--- src/rtl/fifo_flex.sv ---
// fifo_flex: single-clock synchronous FIFO for any DEPTH >= 2.
// Provides registered-read or first-word-fall-through output, almost-full and
// almost-empty thresholds, an occupancy count, a synchronous flush, and sticky
// overflow/underflow error flags.
module fifo_flex #(
    parameter int WIDTH     = 32,
    parameter int DEPTH     = 8,
    parameter int FWFT      = 0,
    parameter int AFULL_TH  = 6,
    parameter int AEMPTY_TH = 2,
    localparam int W_CNT    = $clog2(DEPTH + 1),
    localparam int W_POS    = ($clog2(DEPTH) > 1) ? $clog2(DEPTH) : 1
) (
    input  logic             i_clk,
    input  logic             i_rst,
    input  logic             i_clr,
    input  logic             i_enq,
    input  logic [WIDTH-1:0] i_din,
    input  logic             i_deq,
    output logic [WIDTH-1:0] o_dout,
    output logic             o_dvalid,
    output logic             o_empty,
    output logic             o_full,
    output logic             o_afull,
    output logic             o_aempty,
    output logic [W_CNT-1:0] o_count,
    output logic             o_ovf,
    output logic             o_udf
);

    logic [WIDTH-1:0] r_mem [0:DEPTH-1];
    logic [W_POS-1:0] r_head;
    logic [W_POS-1:0] r_tail;
    logic [W_CNT-1:0] r_count;
    logic             r_ovf;
    logic             r_udf;

    logic             w_do_deq;
    logic             w_do_enq;
    logic [W_POS-1:0] w_head_nxt;
    logic [W_POS-1:0] w_tail_nxt;

    // Accept decisions use the flags as they stand before the edge; a full
    // FIFO still takes a write when a read frees a slot in the same cycle,
    // but an empty FIFO never bypasses a write straight to the reader.
    assign w_do_deq = i_deq & ~o_empty;
    assign w_do_enq = i_enq & (~o_full | w_do_deq);

    // Explicit wrap compare so DEPTH need not be a power of two.
    assign w_head_nxt = (r_head == W_POS'(DEPTH - 1)) ? '0 : r_head + 1'b1;
    assign w_tail_nxt = (r_tail == W_POS'(DEPTH - 1)) ? '0 : r_tail + 1'b1;

    // All status flags derive from the registered occupancy only.
    assign o_empty  = (r_count == '0);
    assign o_full   = (r_count == W_CNT'(DEPTH));
    assign o_afull  = (r_count >= W_CNT'(AFULL_TH));
    assign o_aempty = (r_count <= W_CNT'(AEMPTY_TH));
    assign o_count  = r_count;
    assign o_ovf    = r_ovf;
    assign o_udf    = r_udf;

    // Storage array; not reset, and a flush blocks the write.
    always_ff @(posedge i_clk) begin
        if (!i_clr && w_do_enq)
            r_mem[r_tail] <= i_din;
    end

    // Pointers, occupancy and sticky error flags; flush outranks ENQ/DEQ.
    always_ff @(posedge i_clk or posedge i_rst) begin
        if (i_rst) begin
            r_head  <= '0;
            r_tail  <= '0;
            r_count <= '0;
            r_ovf   <= 1'b0;
            r_udf   <= 1'b0;
        end else if (i_clr) begin
            r_head  <= '0;
            r_tail  <= '0;
            r_count <= '0;
            r_ovf   <= 1'b0;
            r_udf   <= 1'b0;
        end else begin
            if (w_do_deq) r_head <= w_head_nxt;
            if (w_do_enq) r_tail <= w_tail_nxt;
            if (w_do_enq && !w_do_deq)
                r_count <= r_count + 1'b1;
            else if (w_do_deq && !w_do_enq)
                r_count <= r_count - 1'b1;
            if (i_enq && !w_do_enq) r_ovf <= 1'b1;
            if (i_deq && !w_do_deq) r_udf <= 1'b1;
        end
    end

    generate
        if (FWFT != 0) begin : g_fwft
            // Head word is always presented; a pop reveals the next word.
            assign o_dout   = r_mem[r_head];
            assign o_dvalid = ~o_empty;
        end else begin : g_reg
            logic [WIDTH-1:0] r_dout;
            logic             r_dvalid;

            // Registered read: word lands one cycle after the accepted DEQ,
            // and DOUT holds its value between reads.
            always_ff @(posedge i_clk or posedge i_rst) begin
                if (i_rst) begin
                    r_dout   <= '0;
                    r_dvalid <= 1'b0;
                end else if (i_clr) begin
                    r_dout   <= '0;
                    r_dvalid <= 1'b0;
                end else begin
                    r_dvalid <= w_do_deq;
                    if (w_do_deq)
                        r_dout <= r_mem[r_head];
                end
            end

            assign o_dout   = r_dout;
            assign o_dvalid = r_dvalid;
        end
    endgenerate

endmodule

--- config.mk ---
export PLATFORM = sky130hd
export DESIGN_NAME = fifo_flex
export DESIGN_NICKNAME = d
export VERILOG_FILES = /design/src/rtl/fifo_flex.sv
export SDC_FILE = /design/constraint.sdc
export NUM_CORES = 1
export LEC_CHECK = 0
export BUFFER_PORTS_ARGS = -buffer_cell sky130_fd_sc_hd__buf_2
export CAP_MARGIN = 20
export CORE_ASPECT_RATIO = 1.2
export CORE_MARGIN = 8
export CORE_UTILIZATION = 40
export CTS_BUF_LIST = sky130_fd_sc_hd__clkbuf_4
export DETAILED_ROUTE_END_ITERATION = 8
export GPL_ROUTABILITY_DRIVEN = 1
export GPL_TIMING_DRIVEN = 0
export RECOVER_POWER = 25
export SLEW_MARGIN = 20
export SYNTH_ARGS = -nofsm -noshare
export SYNTH_HDL_FRONTEND = slang
export SYNTH_SLANG_ARGS = --single-unit
--- constraint.sdc ---
create_clock -name i_clk -period 11.87 [get_ports i_clk]
set_input_delay 1.187 -clock i_clk [delete_from_list [all_inputs] [get_ports i_clk]]
set_output_delay 1.187 -clock i_clk [all_outputs]
set_load 0.05 [all_outputs]
==> impl_metrics.py <==
metrics = {
    "global_route": {
        "antenna_found_initial": 4,
        "grt_first_pass_wirelength_um": 39150,
        "grt_use_total": 0.1533,
        "grt.overflow.total": 0,
        "grt_pass1_vias": 6675,
        "grt_max_degree": 26,
    },
    "placed_design": {
        "dp_hpwl_um": 17340,
        "place_worst_setup_slack_ns": 8.232,
        "placed_cell_area_um2": 12670,
        "routabilityCongestion": 0.7122,
        "portBuffers": 77,
    },
    "yosys": {
        "synth_area_per_cell_um2": 19.85,
        "synth_area_leaders": "edfxtp_1 67%, mux4_2 13%, dfrtp_1 9.9%",
        "syn_nets": 619,
        "synth_area_um2": 11430,
        "synth_seq_cells": 301,
        "ys.flop_type": "edfxtp_1",
        "yosysWarnings": 0,
        "synth.yosys.seq_area_share": 0.7710,
        "synth_edf_count": 256,
        "yosys.area.top_type": "edfxtp_1",
        "synth_cell_types": 44,
        "ys_async_sr_fraction": 0.1495,
        "synthCells": 576,
        "yosysTopAreaCellShare": 0.6725,
    },
    "floorplanning": {
        "die_h_um": 201.2,
        "rows": 68,
        "die_w_um": 170.3,
        "die-area_um2": 34270,
        "start_util": 0.4023,
        "ios": 80,
        "coreArea_um2": 28420,
    },
    "final_layout": {
        "fillCellCount": 2442,
        "final_core_util": 0.4746,
        "nNetsFinal": 798,
        "multi_input_area_um2": 2475,
        "drive_gt1_frac": 0.3598,
        "syn2layout_area_growth_pct": 17.99,
        "regArea_um2": 8813,
        "fin_area_um2": 13490,
    },
    "pwr": {
        "intPower_mw": 1.892,
        "p_per_area_nw_per_um2": 208.3,
        "pwr-share-comb": 0.283,
        "clockPowerShare": 0.276,
        "p_switching_mw": 0.9177,
        "switching_share": 0.3266,
        "peakVddDrop_v": 0.00007381,
        "p_seq_frac": 0.441,
        "p_leak_nw": 4.708,
    },
    "routing": {
        "ant_nets": 0,
        "totalWireLength_um": 25750,
        "drc": 0,
        "vias_per_cell": 5.140,
        "drt_iter0_markers": 337,
        "vias": 6132,
        "dr.pass1.iters": 4,
        "avgRoutedWirePerCell_um": 21.58,
    },
    "clocking": {
        "cts_setup_buffers": 0,
        "cts.hold.buffers_added": 0,
        "cts-buffers-inserted": 68,
        "clockBufferDepth": 3,
        "path_clk_slew_ns": 0.07,
        "cts_root_buf": "clkbuf_4",
        "cts_tree": "yes",
        "htree_levels": 3,
        "clock_sinks": 301,
        "post_cts_resized": 0,
        "insertion_delay_ns": 0.66,
    },
    "worst_setup_path": {
        "critPathArrivalTime_ns": 2.19,
        "path_max_fanout": 9,
        "crit_required_ns": 10.68,
        "setup.worst_path.end_class": "output port",
        "critical_path_class": "reg -> out",
        "startpoint_type": "flip-flop",
    },
    "sta": {
        "slew_headroom": 0.3080,
        "slew_viol_final": 0,
        "grt_setup_unrepaired": "no",
        "holdWs_ns": 0.5224,
        "skew_ns": 0.02077,
        "setup_slack_ns": 8.493,
        "finalCriticalPeriod_ns": 3.377,
        "finalSetupTns_ns": 0,
        "fmax_mhz": 296.2,
        "min_period_over_period": 0.2845,
        "worst_slew_pin_slew_ns": 1.025,
        "setup_violations": 0,
        "hold_viol_final": 0,
    },
    "run": {
        "cap_violations": 0,
    },
    "run_status": {
        "outcome": "completed",
    },
    "hold_path": {
        "hold_class": "reg -> reg",
    },
}
[metal layers]
layer,global-route usage,up-vias,wire length (µm)
met3,0.04510,51,1669
met1,0.1742,3138,9937
met4,0.05648,4,518
met2,0.2680,188,13600
li1,-,2751,-
met5,0,-,27
[critical path, cell delays in order (launching register included)]
cell and delay (ns):
dfrtp_1 0.41, clkbuf_1 0.20, or4b_4 0.55, inv_1 0.09
buf_2 0.27
[placed cells by master (no fill, tap or decap), types with 2 or more instances in the layout]
cell      instances
buf_1             2
a21oi_1           6
clkbuf_4        104
inv_2             3
a211oi_1          2
o41ai_1           2
mux4_2           64
o22ai_1          32
nand2_1           9
diode_2           2
nor3_1           33
xnor2_1           4
nor2_1           44
inv_1             5
buf_6             9
clkinv_2          3
nor3_2            3
edfxtp_1        256
ha_1              5
clkbuf_1         42
buf_16            2
clkinv_1         12
dfrtp_1          45
buf_4            18
buf_2            69
nor2_4            3
buf_12            2
[flip-flops by register name, indices dropped and copies added, names as in the netlist]
name / cells
r_mem: 256
o_udf: 1
o_count: 4
o_dout: 32
o_dvalid: 1
r_tail: 3
r_head: 3
o_ovf: 1
[worst paths after layout]
check                                        from                      to  slack, ns  cells after the start
setup / recovery           o_count[2]$_DFFE_PP0P_                  o_full       8.49                      4
hold / removal                  o_udf$_DFFE_PP0P_       o_udf$_DFFE_PP0P_       0.52                      2
setup reg to reg           o_count[2]$_DFFE_PP0P_   r_mem[1][6]$_DFFE_PP_       8.88                      8
hold reg to reg                 o_udf$_DFFE_PP0P_       o_udf$_DFFE_PP0P_       0.52                      2
max in group asynchronous                   i_rst  o_dout[29]$_DFFE_PP0P_      10.68                      3
min in group asynchronous                   i_rst  o_dout[13]$_DFFE_PP0P_       0.62                      2
[synthesized netlist by cell type (5+ instances only)]
cell and instances:
mux4_2 64, edfxtp_1 256, inv_1 6, a21oi_1 6
buf_2 13, nor3_1 36, nor2_1 47, dfrtp_1 45
o22ai_1 32, nand2_1 9, clkbuf_1 15, ha_1 5
[metrics by stage]
step                std cells  power (mW)
finish                   1193       2.810
global route             1193       2.955
CTS                      1191       2.855
detailed placement       1070       2.074
global placement         1038       2.050
floorplan                 576       1.854
[power by group through the flow]
stage | combinational [mW] | clock [mW] | sequential [mW]
2_1_floorplan | 0.443 | 0 | 1.41
3_3_place_gp | 0.786 | 0 | 1.26
3_5_place_dp | 0.810 | 0 | 1.26
4_1_cts | 0.811 | 0.803 | 1.24
5_1_grt | 0.854 | 0.854 | 1.25
6_report | 0.794 | 0.776 | 1.24
[layout make-up]
| cell class | count | area share |
|---|---|---|
| diodes | 2 | 0.0003711 |
| plain buffers | 35 | 0.01262 |
| clock buffers | 104 | 0.05789 |
| clock inverters | 17 | 0.005009 |
| inverters | 6 | 0.001670 |
| multi-input cells | 234 | 0.1835 |
| flip-flops and latches | 301 | 0.6534 |
| well taps | 385 | 0.03571 |
| repair buffers | 109 | 0.04981 |
[kinds of logic after synthesis]
logic type | Yosys count | synth area share
AO/OA/AOI/OAI | 53 | 0.03152
XOR/XNOR | 5 | 0.003831
adder cells (fa/ha/maj) | 6 | 0.007224
buffers and inverters | 41 | 0.01686
flip-flops | 301 | 0.7710
multiplexers | 65 | 0.1270
AND/OR/NAND/NOR | 105 | 0.04258
No activity file was read; power rests on OpenSTA's default activity.
